--- src/rtl/exec_pkg.sv ---
// Shared widths and FSM state encoding for the execution dispatcher.
package exec_pkg;

    localparam int unsigned INST_W  = 6;
    localparam int unsigned DATA_W  = 32;
    localparam int unsigned SHIFT_W = 5;
    localparam int unsigned DEST_W  = 5;
    localparam int unsigned CNT_W   = 7;

    typedef enum logic [1:0] {
        ST_IDLE = 2'd0,
        ST_ARM  = 2'd1,
        ST_WAIT = 2'd2,
        ST_DONE = 2'd3
    } state_t;

endpackage

--- src/rtl/dispatch_timer.sv ---
// Loadable saturating up-counter with a terminal-count compare, shared by the ARM and WAIT phases.
module dispatch_timer
    import exec_pkg::*;
#(
    parameter int unsigned W = CNT_W
) (
    input  logic         clk,
    input  logic         reset,
    input  logic         clear,
    input  logic         enable,
    input  logic [W-1:0] tc_value,
    output logic [W-1:0] count,
    output logic         tc_c
);

    // Count register: clear has priority, increments stop at all-ones.
    always_ff @(posedge clk) begin
        if (reset) begin
            count <= '0;
        end else if (clear) begin
            count <= '0;
        end else if (enable && (count != {W{1'b1}})) begin
            count <= count + W'(1);
        end
    end

    assign tc_c = (count == tc_value);

endmodule

--- src/rtl/exec_dispatch.sv ---
// Issues one operation at a time to an execution element, waits for its result, and hands it to writeback.
module exec_dispatch
    import exec_pkg::*;
#(
    parameter int unsigned ARM_CYCLES     = 2,
    parameter int unsigned TIMEOUT_CYCLES = 64
) (
    input  logic               clk,
    input  logic               reset,
    input  logic               req_valid,
    output logic               req_ready,
    input  logic [INST_W-1:0]  req_inst_num,
    input  logic [DATA_W-1:0]  req_const16_x,
    input  logic [SHIFT_W-1:0] req_shift5,
    input  logic [DATA_W-1:0]  req_rs,
    input  logic [DATA_W-1:0]  req_rt,
    input  logic [DEST_W-1:0]  req_dest,
    output logic [INST_W-1:0]  elem_inst_num,
    output logic [DATA_W-1:0]  elem_const16_x,
    output logic [SHIFT_W-1:0] elem_shift5,
    output logic [DATA_W-1:0]  elem_rs,
    output logic [DATA_W-1:0]  elem_rt,
    output logic               elem_reset,
    input  logic               elem_completed,
    input  logic [DATA_W-1:0]  elem_out,
    output logic               wb_valid,
    input  logic               wb_ready,
    output logic [DATA_W-1:0]  wb_data,
    output logic [DEST_W-1:0]  wb_dest,
    output logic               wb_error
);

    localparam logic [CNT_W-1:0] ARM_TC = CNT_W'(ARM_CYCLES - 1);
    localparam logic [CNT_W-1:0] TO_TC  = CNT_W'(TIMEOUT_CYCLES - 1);

    state_t           state;
    state_t           next_state;
    logic             accept_c;
    logic             complete_c;
    logic             timeout_c;
    logic             tmr_clear_c;
    logic             tmr_enable_c;
    logic [CNT_W-1:0] tmr_value_c;
    logic [CNT_W-1:0] tmr_count;
    logic             tmr_tc_c;

    assign req_ready = (state == ST_IDLE) && !reset;

    dispatch_timer #(
        .W (CNT_W)
    ) u_timer (
        .clk      (clk),
        .reset    (reset),
        .clear    (tmr_clear_c),
        .enable   (tmr_enable_c),
        .tc_value (tmr_value_c),
        .count    (tmr_count),
        .tc_c     (tmr_tc_c)
    );

    // State register.
    always_ff @(posedge clk) begin
        if (reset) begin
            state <= ST_IDLE;
        end else begin
            state <= next_state;
        end
    end

    // Next-state and control strobes; the first WAIT cycle (count 0) never qualifies completion.
    always_comb begin
        next_state   = state;
        accept_c     = 1'b0;
        complete_c   = 1'b0;
        timeout_c    = 1'b0;
        tmr_clear_c  = 1'b0;
        tmr_enable_c = 1'b0;
        tmr_value_c  = TO_TC;
        case (state)
            ST_IDLE: begin
                if (req_valid && req_ready) begin
                    accept_c    = 1'b1;
                    tmr_clear_c = 1'b1;
                    next_state  = ST_ARM;
                end
            end
            ST_ARM: begin
                tmr_value_c  = ARM_TC;
                tmr_enable_c = 1'b1;
                if (tmr_tc_c) begin
                    tmr_clear_c = 1'b1;
                    next_state  = ST_WAIT;
                end
            end
            ST_WAIT: begin
                tmr_enable_c = 1'b1;
                if (elem_completed && (tmr_count != '0)) begin
                    complete_c = 1'b1;
                    next_state = ST_DONE;
                end else if (tmr_tc_c) begin
                    timeout_c  = 1'b1;
                    next_state = ST_DONE;
                end
            end
            ST_DONE: begin
                if (wb_ready) begin
                    next_state = ST_IDLE;
                end
            end
            default: next_state = ST_IDLE;
        endcase
        if (reset) begin
            next_state = ST_IDLE;
        end
    end

    // Registered operands, element control and writeback payload.
    always_ff @(posedge clk) begin
        if (reset) begin
            elem_inst_num  <= '0;
            elem_const16_x <= '0;
            elem_shift5    <= '0;
            elem_rs        <= '0;
            elem_rt        <= '0;
            elem_reset     <= 1'b1;
            wb_valid       <= 1'b0;
            wb_data        <= '0;
            wb_dest        <= '0;
            wb_error       <= 1'b0;
        end else begin
            elem_reset <= (next_state != ST_WAIT);
            wb_valid   <= (next_state == ST_DONE);
            if (accept_c) begin
                elem_inst_num  <= req_inst_num;
                elem_const16_x <= req_const16_x;
                elem_shift5    <= req_shift5;
                elem_rs        <= req_rs;
                elem_rt        <= req_rt;
                wb_dest        <= req_dest;
            end
            if (complete_c) begin
                wb_data  <= elem_out;
                wb_error <= 1'b0;
            end else if (timeout_c) begin
                wb_data  <= '0;
                wb_error <= 1'b1;
            end
        end
    end

endmodule

--- config.mk ---
export PLATFORM = sky130hd
export DESIGN_NAME = exec_dispatch
export DESIGN_NICKNAME = d
export VERILOG_FILES = /design/src/rtl/exec_pkg.sv /design/src/rtl/dispatch_timer.sv /design/src/rtl/exec_dispatch.sv
export SDC_FILE = /design/constraint.sdc
export NUM_CORES = 1
export LEC_CHECK = 0
export CAP_MARGIN = 0
export CORE_ASPECT_RATIO = 1.4
export CORE_MARGIN = 4
export CORE_UTILIZATION = 25
export DETAILED_ROUTE_END_ITERATION = 6
export SLEW_MARGIN = 20
export SYNTH_ARGS = -nofsm -noshare
export SYNTH_HDL_FRONTEND = slang
export SYNTH_SLANG_ARGS = --single-unit
--- constraint.sdc ---
create_clock -name clk -period 1.9 [get_ports clk]
set_clock_uncertainty 0.1 [all_clocks]
set_input_delay 0.38 -clock clk [delete_from_list [all_inputs] [get_ports clk]]
set_output_delay 0.38 -clock clk [all_outputs]
set_load 0.02 [all_outputs]
# Word-level counts from Yosys, hierarchy flattened
# Index checks and enable logic that the tools add are counted.
# word_totals
ff_bits,156
in_bits,149
out_inout_bits,148
wordCells,50
# classes
n_addsub,1
eq_ne,7
n_mux,19
reduce_logical,11
# ops
op,count
2-to-1 mux 32 bit,2
2-to-1 mux 2 bit,6
2-to-1 mux 1 bit,8
one-hot mux 2 bit (4 select lines),1
adder 7 x 1 -> 7 bit (second input constant),1
equality test 7 x 6 -> 1 bit,1
inequality test 7 bit (second input constant),1
nonzero test 7 bit,1
equality test 2 bit (second input constant),3
2-to-1 mux 6 bit,1
OR reduction 2 bit,3
logical AND 1 bit,4
equality test 2 x 1 -> 1 bit (second input constant),1
zero test 2 bit,1
inequality test 2 bit (second input constant),1
one-hot mux 1 bit (2 select lines),1
nonzero test 2 bit,1
zero test 1 bit,1

# Depth between registers and ports, before layout
# logic_depth
depth_word,8
depth_mapped,8
ltp_nobuf,6

# Modules after synthesis
# Synthesis repeated with hierarchy kept, for this count alone.
# hier_totals
hier_cells,681
area_unflattened_um2,5710.5
# by_module_without_submodules
mod,n_inst,cells_per_inst,area_each_um2,seq_area_each_um2
exec_dispatch,1,636,5287.6,2982.9
dispatch_timer,1,45,422.9,140.1

# Least setup slack after synthesis
# OpenSTA, ideal clock, no wires.
# synth_timing
kind,register to register
from,reg u_timer.count[2]
to,reg state[0]
setup_ns,0.125
arrival_ns,1.934
required_ns,1.675
path_slack_ns,-0.259
path_stages_with_launch,5
n_path_buf,0
synth_period_minus_slack_ns,2.159
cell_sequence,dfxtp_1 or4_4 o31a_1 o31a_2 o41a_1
# synth_between
elab_chain_len,5
elab_cells_between_ends,8
classes_between,1 x eq/ne; 5 x mux; 2 x reduce/logical
# synth_rtl
element,line_no,source
from (decl),dispatch_timer.sv:12,"output logic [W-1:0] count,"
from (signal assigned),dispatch_timer.sv:23,count <= count + W'(1);
equality test 7 x 6 -> 1 bit / nonzero test 7 bit (equally long branches),"dispatch_timer.sv:27, exec_dispatch.sv:97",
2-to-1 mux 2 bit / logical AND 1 bit (equally long branches),"exec_dispatch.sv:100, exec_dispatch.sv:97",
2-to-1 mux 2 bit,exec_dispatch.sv:97,if (elem_completed && (tmr_count != '0)) begin
one-hot mux 2 bit (4 select lines) (*),exec_dispatch.sv:79,case (state)
2-to-1 mux 2 bit (*),exec_dispatch.sv:112,if (reset) begin
to (signal assigned),exec_dispatch.sv:66,state <= next_state;
to (decl),exec_dispatch.sv:36,state_t state;
# Every way passes the cells marked *; elsewhere a longest branch is shown, timed or not.
# A chain may end at the register's enable or synchronous reset.

# Worst setup path in the final report
# layout_timing
from,reg u_timer.count[5]
to,reg wb_data[5]
# layout_between
elab_chain_len,5
elab_cells_between_ends,10
classes_between,1 x eq/ne; 6 x mux; 3 x reduce/logical
# layout_rtl
element,line_no,source
equality test 7 x 6 -> 1 bit / nonzero test 7 bit (equally long branches),"dispatch_timer.sv:27, exec_dispatch.sv:97",
2-to-1 mux 1 bit / logical AND 1 bit (equally long branches),"exec_dispatch.sv:100, exec_dispatch.sv:97",
2-to-1 mux 1 bit,exec_dispatch.sv:97,
2-to-1 mux 1 bit,exec_dispatch.sv:79,
nonzero test 2 bit (no source line) / 2-to-1 mux 32 bit (equally long branches),n/a,
to (signal assigned),exec_dispatch.sv:142,wb_data <= elem_out;
to (decl),exec_dispatch.sv:28,"output logic [DATA_W-1:0] wb_data,"
# Parallel ways exist; a longest one is shown, timed or not.

==> results.yml <==
final_layout:
  drive_gt1_frac: 0.133
  instances_no_fill: 1045
  final_common_cell: "clkdlybuf4s50_1"
  fillers: 1916
  multiInputGateArea_um2: 2100
  antenna_cells: 0
  final_cell_mix: "208 x clkdlybuf4s50_1, 154 x dfxtp_1, 112 x a22o_1, 67 x dlymetal6s2s_1, 41 x inv_1"
  nNetsFinal: 931
  area.growth.synth_to_final_pct: 85.1
  ff_latch_area_um2: 3130
clock_tree:
  ctsHoldBuffers: 0
  path_clk_slew_ns: 0.07
  cts_root_buf: "clkbuf_16"
  clk_path_buf_depth: 2
  cts_tree: "done"
  tritoncts.num_buffers: 17
  clkLatencyLatePin_ns: 0.42
  cts.sinks: 156
  htreeDepth: 4
grt:
  grt_pass1_vias: 4818
  antenna_found_initial: 0
  grt_pass1_wl_um: 26100
  grt_max_degree: 66
  grt_remaining_overflow: 0
  grt_usage: 0.140
floorplanning:
  initial_utilization: 0.256
  io_pins: 297
  dieArea_um2: 23600
  die_x_um: 131
  die_h_um: 180
  core-area_um2: 20600
  std_cell_rows: 62
route:
  routed_wl_um: 17600
  dr_total_vias: 4811
  detail_route.wl_per_cell_um: 16.8
  antenna_left: 0
  drc: 0
  viasPerCell: 4.60
  drt-initial-drc-count: 149
  first_pass_iters: 4
setup_path:
  cp-end-kind: "register"
  crit_fanout: 16
  crit_arrival_ns: 2.31
  critPathKind: "reg2reg"
  crit_required_ns: 2.12
  start_kind: "register"
yosys:
  syn_nets: 625
  syn_area_per_cell_um2: 11.3
  yosysUniqueCellTypes: 42
  syn_area_um2: 5290
  ys_warn_count: 0
  synth_seq_area_share: 0.591
  synth_seq_cells: 156
  syn_inst: 470
placement:
  pre_cts_ws_ns: -0.229
  io_buffers: 296
  place_inst: 1009
  dpl.hpwl_um: 12000
  routabilityCongestion: 0.736
timing:
  finalHoldViolCount: 0
  setup_viol: 43
  fin_hold_ws_ns: 0.369
  tightest_slew_ns: 0.501
  slew_headroom: 0.665
  drv_slew: 0
  setup_ws_ns: -0.191
  grt_setup_unrepaired: "yes"
  period_share: 1.10
  fin_tns_setup_ns: -6.01
  max_freq_ghz: 0.478
  period_minus_slack_ns: 2.09
power_and_ir_drop:
  peakVddDrop_v: 0.000533
  power.leakage_uw: 0.00481
  power.density_nw_per_um2: 889
status:
  status: "finished with violations"
  violations: "negative setup slack"
worst_hold_path:
  hp-class: "reg2reg"
run:
  cap_violations: 0
## final timing paths
path / from / end / slack, ns / depth (start not counted)
max: u_timer.count[5]$_SDFFE_PP0P_ / wb_data[5]$_SDFFE_PP0P_ / -0.19 / 5
min: elem_const16_x[13]$_SDFFE_PP0P_ / elem_const16_x[13]$_SDFFE_PP0P_ / 0.37 / 1
max reg2reg: u_timer.count[5]$_SDFFE_PP0P_ / wb_data[5]$_SDFFE_PP0P_ / -0.19 / 5
min reg2reg: elem_const16_x[13]$_SDFFE_PP0P_ / elem_const16_x[13]$_SDFFE_PP0P_ / 0.37 / 1
## through the flow
stage	utilization	instance area, um^2	power [uW]
3_3_place_gp	0.423	8720	5010
3_5_place_dp	0.423	8720	5010
5_1_grt	0.474	9790	9070
4_1_cts	0.458	9450	8850
2_1_floorplan	-	5350	4200
6_report	0.474	9790	8700
## flip-flops by register name, summed over array words and instances, names as in the netlist, 2 cells and up
register        count
elem_shift5         5
elem_rt            32
elem_rs            32
wb_data            32
wb_dest             5
elem_const16_x     32
u_timer.count       7
state               2
elem_inst_num       6
## cells by family after synthesis
kind of cell | Yosys count | synth area share
AND/OR/NAND/NOR | 56 | 0.0480
XOR/XNOR | 4 | 0.00663
buffers and inverters | 81 | 0.0653
multiplexers | 1 | 0.00189
AO/OA/AOI/OAI | 166 | 0.273
adder cells (fa/ha/maj) | 6 | 0.0142
flip-flops | 156 | 0.591
## final cells by class
type / instances / share of cell area
clock buffers: 17 / 0.0435
clock inverters: 15 / 0.0229
inverters: 42 / 0.0161
multi-input cells: 233 / 0.215
flip-flops and latches: 156 / 0.320
well taps: 256 / 0.0327
repair buffers: 326 / 0.350
## timing repair
item / 4_1_cts / 5_1_grt
setup buffers: 2 / 0
gates cloned: 0 / 2
hold endpoints to repair: 0 / 0
pin swaps: 2 / 0
setup endpoints to repair: 64 / 111
resized for setup: 39 / 87
## synthesized netlist by cell type
library cell,instances,area [um^2]
buf_6,4,45.0
xor2_1,3,26.3
o32ai_1,30,263
or4_4,1,11.3
a221oi_1,1,8.76
o311ai_0,1,8.76
buf_8,1,15.0
and3_2,1,7.51
a21oi_1,1,5.00
o31a_2,1,10.0
o311a_1,1,10.0
buf_1,4,15.0
o21ai_0,4,20.0
and3_1,1,6.26
nor2b_1,2,12.5
a31oi_1,2,12.5
inv_1,41,154
mux2i_1,1,10.0
o21a_1,1,7.51
o211ai_1,3,22.5
o31a_1,2,17.5
o31ai_1,1,7.51
nand2b_1,1,6.26
or2b_1,1,7.51
o32ai_2,2,32.5
dfxtp_1,156,3120
clkbuf_1,30,113
and2_1,1,6.26
nand4_1,1,6.26
nor4_1,2,12.5
o311a_2,1,11.3
a22o_1,112,981
ha_1,6,75.1
o41a_1,1,11.3
xnor2_1,1,8.76
clkinv_1,1,3.75
nand3_1,2,10.0
a21boi_0,1,7.51
o2111ai_1,1,8.76
nor2_1,7,26.3
and4_2,1,10.0
nand2_1,35,131
## routing by layer
layer	track usage	routed length, um	vias to the layer above
met5	0	0	-
met2	0.226	8550	227
li1	-	-	2347
met4	0.0445	261	0
met1	0.164	6930	2222
met3	0.0664	1850	15
## power by group
group,total (uW),switching (uW),internal (uW)
sequential,3550,96.4,3460
combinational,1380,622,756
clock,3770,1520,2260
## critical path, cell delays in order (launching register included)
cell and delay [ns]:
dfxtp_2 0.32, or4_4 0.53, o31a_1 0.32, o31a_4 0.34, buf_12 0.17, o32ai_1 0.21
Power figures use the tool's default switching activity.
